**config.mk**
```make
export PLATFORM = sky130hd
export DESIGN_NAME = shift_deserializer_flat
export DESIGN_NICKNAME = d
export VERILOG_FILES = /design/src/rtl/shift_deserializer_pkg.sv /design/src/rtl/shift_deserializer_if.sv /design/src/rtl/shift_deserializer.sv /design/src/flat_wrapper.sv
export SDC_FILE = /design/constraint.sdc
export NUM_CORES = 1
export LEC_CHECK = 0
export CORE_MARGIN = 1
export CORE_UTILIZATION = 50
export DETAILED_ROUTE_END_ITERATION = 6
export MAX_ROUTING_LAYER = met4
export PLACE_DENSITY = 0.84
export SLEW_MARGIN = 10
export SYNTH_ARGS = -nofsm -noshare
export SYNTH_HDL_FRONTEND = slang
export SYNTH_SLANG_ARGS = --single-unit
```
**constraint.sdc**
```tcl
create_clock -name i_clk -period 3.15 [get_ports i_clk]
set_input_delay 0.63 -clock i_clk [delete_from_list [all_inputs] [get_ports i_clk]]
set_output_delay 0.63 -clock i_clk [all_outputs]
set_load 0.02 [all_outputs]
```
**src/rtl/shift_deserializer_pkg.sv**
```systemverilog
// Shared definitions for the serial-to-parallel deserializer: word width, FSM states, shift helper.
// The PARITY state exists only when DESER_PARITY_EN is defined.
package shift_deserializer_pkg;

  localparam int WORD_W = 4;
  localparam int CNT_W  = 3;

  typedef enum logic [1:0] {
    IDLE    = 2'd0,
    COLLECT = 2'd1
`ifdef DESER_PARITY_EN
    ,
    PARITY  = 2'd2
`endif
  } state_t;

  // MSB-first words enter at bit 0 and shift left; LSB-first words enter at the top and shift right.
  function automatic logic [WORD_W-1:0] shift_in(input logic [WORD_W-1:0] cur,
                                                 input logic              b,
                                                 input logic              lsb_first);
    return lsb_first ? {b, cur[WORD_W-1:1]} : {cur[WORD_W-2:0], b};
  endfunction

endpackage

```
**src/rtl/shift_deserializer_if.sv**
```systemverilog
// Serial-bit input / parallel-word output bundle of the deserializer.
// PARITY_ERR is present only when DESER_PARITY_EN is defined.
interface shift_deserializer_if;
  import shift_deserializer_pkg::*;

  logic              bit_in;
  logic              bit_valid;
  logic              dir;
  logic              clear;
  logic [WORD_W-1:0] out;
  logic              out_valid;
  logic              busy;
  logic [CNT_W-1:0]  count;
`ifdef DESER_PARITY_EN
  logic              parity_err;
`endif

  modport master (
    output bit_in, bit_valid, dir, clear,
    input  out, out_valid, busy, count
`ifdef DESER_PARITY_EN
    ,
    input  parity_err
`endif
  );

  modport slave (
    input  bit_in, bit_valid, dir, clear,
    output out, out_valid, busy, count
`ifdef DESER_PARITY_EN
    ,
    output parity_err
`endif
  );

endinterface

```
**src/rtl/shift_deserializer.sv**
```systemverilog
// Collects 4 serial bits (MSB- or LSB-first) into a word; OUT/OUT_VALID one cycle after the last bit.
// No backpressure: bits are taken whenever BIT_VALID is high. Optional even parity via DESER_PARITY_EN.
module shift_deserializer
  import shift_deserializer_pkg::*;
(
  input  logic                 i_clk,
  input  logic                 i_rst_n,
  shift_deserializer_if.slave  s_if
);

  state_t            r_state;
  logic              r_dir;
  logic [WORD_W-1:0] r_shreg;
  logic [CNT_W-1:0]  r_count;
  logic [WORD_W-1:0] r_out;
  logic              r_out_valid;
  logic [WORD_W-1:0] w_first;
  logic [WORD_W-1:0] w_next;
  logic              w_last_data;
`ifdef DESER_PARITY_EN
  logic              r_parity_err;
`endif

  // The first bit uses the live DIR; later bits use the direction latched with it.
  assign w_first     = shift_in('0, s_if.bit_in, s_if.dir);
  assign w_next      = shift_in(r_shreg, s_if.bit_in, r_dir);
  assign w_last_data = (r_count == 3'(WORD_W - 1));

  always_ff @(posedge i_clk or negedge i_rst_n) begin
    if (!i_rst_n) begin
      r_state      <= IDLE;
      r_dir        <= 1'b0;
      r_shreg      <= '0;
      r_count      <= '0;
      r_out        <= '0;
      r_out_valid  <= 1'b0;
`ifdef DESER_PARITY_EN
      r_parity_err <= 1'b0;
`endif
    end else begin
      r_out_valid  <= 1'b0;
`ifdef DESER_PARITY_EN
      r_parity_err <= 1'b0;
`endif
      if (s_if.clear) begin
        r_state <= IDLE;
        r_count <= '0;
        r_shreg <= '0;
      end else begin
        case (r_state)
          IDLE: begin
            if (s_if.bit_valid) begin
              r_dir   <= s_if.dir;
              r_shreg <= w_first;
              r_count <= 3'd1;
              r_state <= COLLECT;
            end
          end
          COLLECT: begin
            if (s_if.bit_valid) begin
              if (w_last_data) begin
`ifdef DESER_PARITY_EN
                r_shreg <= w_next;
                r_count <= 3'(WORD_W);
                r_state <= PARITY;
`else
                r_out       <= w_next;
                r_out_valid <= 1'b1;
                r_shreg     <= '0;
                r_count     <= '0;
                r_state     <= IDLE;
`endif
              end else begin
                r_shreg <= w_next;
                r_count <= r_count + 3'd1;
              end
            end
          end
`ifdef DESER_PARITY_EN
          PARITY: begin
            if (s_if.bit_valid) begin
              r_out        <= r_shreg;
              r_out_valid  <= 1'b1;
              r_parity_err <= (^r_shreg) ^ s_if.bit_in;
              r_shreg      <= '0;
              r_count      <= '0;
              r_state      <= IDLE;
            end
          end
`endif
          default: begin
            r_state <= IDLE;
            r_count <= '0;
          end
        endcase
      end
    end
  end

  assign s_if.out        = r_out;
  assign s_if.out_valid  = r_out_valid;
  assign s_if.busy       = (r_state != IDLE);
  assign s_if.count      = r_count;
`ifdef DESER_PARITY_EN
  assign s_if.parity_err = r_parity_err;
`endif

endmodule

```
**src/flat_wrapper.sv**
```systemverilog
// flat-port wrapper written by rule: the top's interface ports become plain ports
module shift_deserializer_flat import shift_deserializer_pkg::*;
  (i_clk, i_rst_n, s_if_bit_in, s_if_bit_valid, s_if_dir, s_if_clear, s_if_out, s_if_out_valid, s_if_busy, s_if_count);
  shift_deserializer_if s_if_i ();
  input  logic i_clk;
  input  logic i_rst_n;
  input wire logic [$bits(s_if_i.bit_in)-1:0] s_if_bit_in;
  input wire logic [$bits(s_if_i.bit_valid)-1:0] s_if_bit_valid;
  input wire logic [$bits(s_if_i.dir)-1:0] s_if_dir;
  input wire logic [$bits(s_if_i.clear)-1:0] s_if_clear;
  output wire logic [$bits(s_if_i.out)-1:0] s_if_out;
  output wire logic [$bits(s_if_i.out_valid)-1:0] s_if_out_valid;
  output wire logic [$bits(s_if_i.busy)-1:0] s_if_busy;
  output wire logic [$bits(s_if_i.count)-1:0] s_if_count;
  assign s_if_i.bit_in = s_if_bit_in;
  assign s_if_i.bit_valid = s_if_bit_valid;
  assign s_if_i.dir = s_if_dir;
  assign s_if_i.clear = s_if_clear;
  assign s_if_out = s_if_i.out;
  assign s_if_out_valid = s_if_i.out_valid;
  assign s_if_busy = s_if_i.busy;
  assign s_if_count = s_if_i.count;
  shift_deserializer u_core (.i_clk(i_clk), .i_rst_n(i_rst_n), .s_if(s_if_i));
endmodule
```
==> results.cfg <==
[timing]
final_max_slew_viol_count = 0
finalHoldViolations = 0
max_freq_mhz = 482
fin_crit_sh = 0.659
whs_ns = 0.514
worst_slew_pin_slew_ns = 0.614
final.setup.tns_ns = 0
fin_skew_ns = 0.00657
finalSetupViolCount = 0
fin_crit_ns = 2.07
slew_headroom = 0.589
grt_setup_unrepaired = false

[floorplanning]
fp.dieArea_um2 = 1460
ios = 15
rows = 12
core_um2 = 1160
initial_core_util = 0.568
die_y_um = 38.2
die_w_um = 38.2

[synthesis]
yosys.area_share.simple = 0.198
yosysWarnings = 0
avgSynthCellArea_um2 = 12.9
synth_cell_type_count = 22
synth-seq-area-share = 0.533
yosysTopAreaCell = dfrtp_1
synthXorXnorAreaFrac = 0
synth_top_family_by_area = simple AND/OR/NAND/NOR gates
synth_cells = 51
muxShareOfSynthArea = 0.135
synth.area.top_cells = dfrtp_1, mux2_2, a221o_1, a22o_2, nand3b_4
synth_top_cell_area_share = 0.533
synthAdderAreaFrac = 0.0190
syn-num-nets = 58
synth_seq_cells = 14
synthesis.area_um2 = 657
synth_compound_area_frac = 0.103

[detailed_routing]
routed_wl_um = 1160
drc = 0
wl_per_cell_um = 14.0
ant_nets = 0
dr.first_iter.drc_count = 4
first_pass_iters = 4
vias_per_cell = 5.33
vias = 442

[clock_network]
cts_buffer_depth = 2
post_cts_resized = 0
cts-root-buf = clkbuf_4
post_cts_buffers = 0
path_clk_slew_ns = 0.08
cts_buffers = 3
clock_sinks = 14
cts_tree = done
worstSkewPairLatency_ns = 0.28
htree_levels = 1
hold_buffers = 0

[placed_design]
hpwlAfterDp_um = 877
place_congestion = 0.817
io_buffers = 14

[pwr]
p_leak_nw = 0.405
ir_drop_mv = 0.279
p_per_area_nw_per_um2 = 432

[finish]
drive_above_1_share = 0.275
nFillCells = 79
layout.nets = 77
syn_to_final_growth_pct = 29.5
diodes = 0

[worst_setup_path]
r2r_cells = 4
worstSetupStartpoint = u_core.r_state[0]
cp_num_cells = 1
critPathCaptureType = primary output
worst-path-buf-inv = 1
worst-r2r-setup-slack_ns = 1.78
worst_ep_required_time_ns = 2.52
cp_top_family = buffers and inverters
slowest_delay_ns = 0.66
endpoint = s_if_busy
worstPathCellList = clkdlybuf4s50_1
start_kind = flip-flop
timing.rr.start = u_core.s_if.count[0]
cp_slowest_cell = clkdlybuf4s50_1
worst_r2r_endpoint = u_core.r_shreg[3]
crit_fanout = 6
worstSetupPathType = flip-flop to primary output
cp.arrival_ns = 1.44

[run_status]
status = complete, no violations

[grt]
antenna_found_initial = 0
grt_pass1_vias = 433
grt_max_degree = 15
grtUsageTotal = 0.215
grt-ovfl-total = 0
grt_pass1_wl_um = 1990

[run]
maxCapViolCount = 0

[worst_hold_path]
worstHoldPathType = flip-flop to flip-flop
[where the power goes]
group	leakage, nW	switching [mW]	internal [mW]
logic	0.195	0.0206	0.0256
clock network	0.0210	0.0557	0.0704
registers	0.190	0.00914	0.186
total	0.405	0.0855	0.282
[per-layer routing]
layer | GRT usage | vias to the layer above | part of all wire
met5 | - | - | 0
met4 | 0.0536 | 0 | 0.0052
met3 | 0.0872 | 3 | 0.055
met2 | 0.326 | 14 | 0.48
met1 | 0.268 | 205 | 0.46
li1 | - | 220 | -
[registers in the layout, indices dropped and copies added, names as in the netlist]
register / flops
u_core.r_state: 1
u_core.s_if.out_valid: 1
u_core.s_if.out: 4
u_core.r_dir: 1
u_core.s_if.count: 3
u_core.r_shreg: 4
[cells in the mapped netlist, drive strengths merged]
cell,number
inv,2
nor2b,1
nor3,2
mux2i,1
ha,1
dfrtp,14
a221o,2
o31ai,1
a22o,2
a21oi,1
and3b,2
o21ai,3
nand2b,2
mux2,7
nand3b,1
and3,1
nor3b,1
nand2,2
nor2,5
[worst min path at each step]
stage,startpoint,to,slack (ns),cells after the start
global placement,u_core.s_if.out[3],u_core.s_if.out[3],0.49,1
finish,u_core.s_if.out[3],u_core.s_if.out[3],0.51,1
detailed placement,u_core.s_if.out[3],u_core.s_if.out[3],0.50,1
global route,u_core.s_if.out[3],u_core.s_if.out[3],0.53,1
floorplan,i_rst_n,u_core.r_dir,0.33,0
CTS,u_core.s_if.out[3],u_core.s_if.out[3],0.52,1
[cell usage in the layout (no fill, tap or decap), types with 2 or more instances in the layout]
| master | instances |
|---|---|
| inv_1 | 2 |
| a221o_1 | 2 |
| clkbuf_4 | 3 |
| clkdlybuf4s50_1 | 14 |
| nor3_1 | 2 |
| mux2_2 | 7 |
| o21ai_0 | 3 |
| nor2_1 | 4 |
| nand2_1 | 2 |
| dfrtp_1 | 14 |
| a22o_2 | 2 |
[area by class of cell]
type	count	area [um2]	share of cell area
flip-flops and latches	14	350	0.412
repair buffers	14	140	0.165
clock buffers	4	36.3	0.0426
multi-input cells	35	299	0.351
well taps	14	17.5	0.0206
inverters	2	7.51	0.00882
[kinds of logic (layout without fill, tap and decap cells)]
kind of cell	after synthesis	after routing
DFF	14	14
and+or+nand+nor	17	17
AOI/OAI and AO/OA	9	9
muxes	8	8
buffers and inverters	2	20
adders and majority gates	1	1
[through the flow]
| stage | std cells | worst slack (ns) | utilization | area, um2 | power (mW) |
|---|---|---|---|---|---|
| floorplan | 51 | 1.76 | - | 657 | 0.223 |
| finish | 83 | 1.08 | 0.736 | 851 | 0.368 |
| CTS | 83 | 1.07 | 0.736 | 851 | 0.372 |
| global route | 83 | 1.01 | 0.736 | 851 | 0.388 |
| global placement | 79 | 1.15 | 0.705 | 815 | 0.245 |
| detailed placement | 79 | 1.12 | 0.705 | 815 | 0.246 |
(Power assumes the default switching activity.)
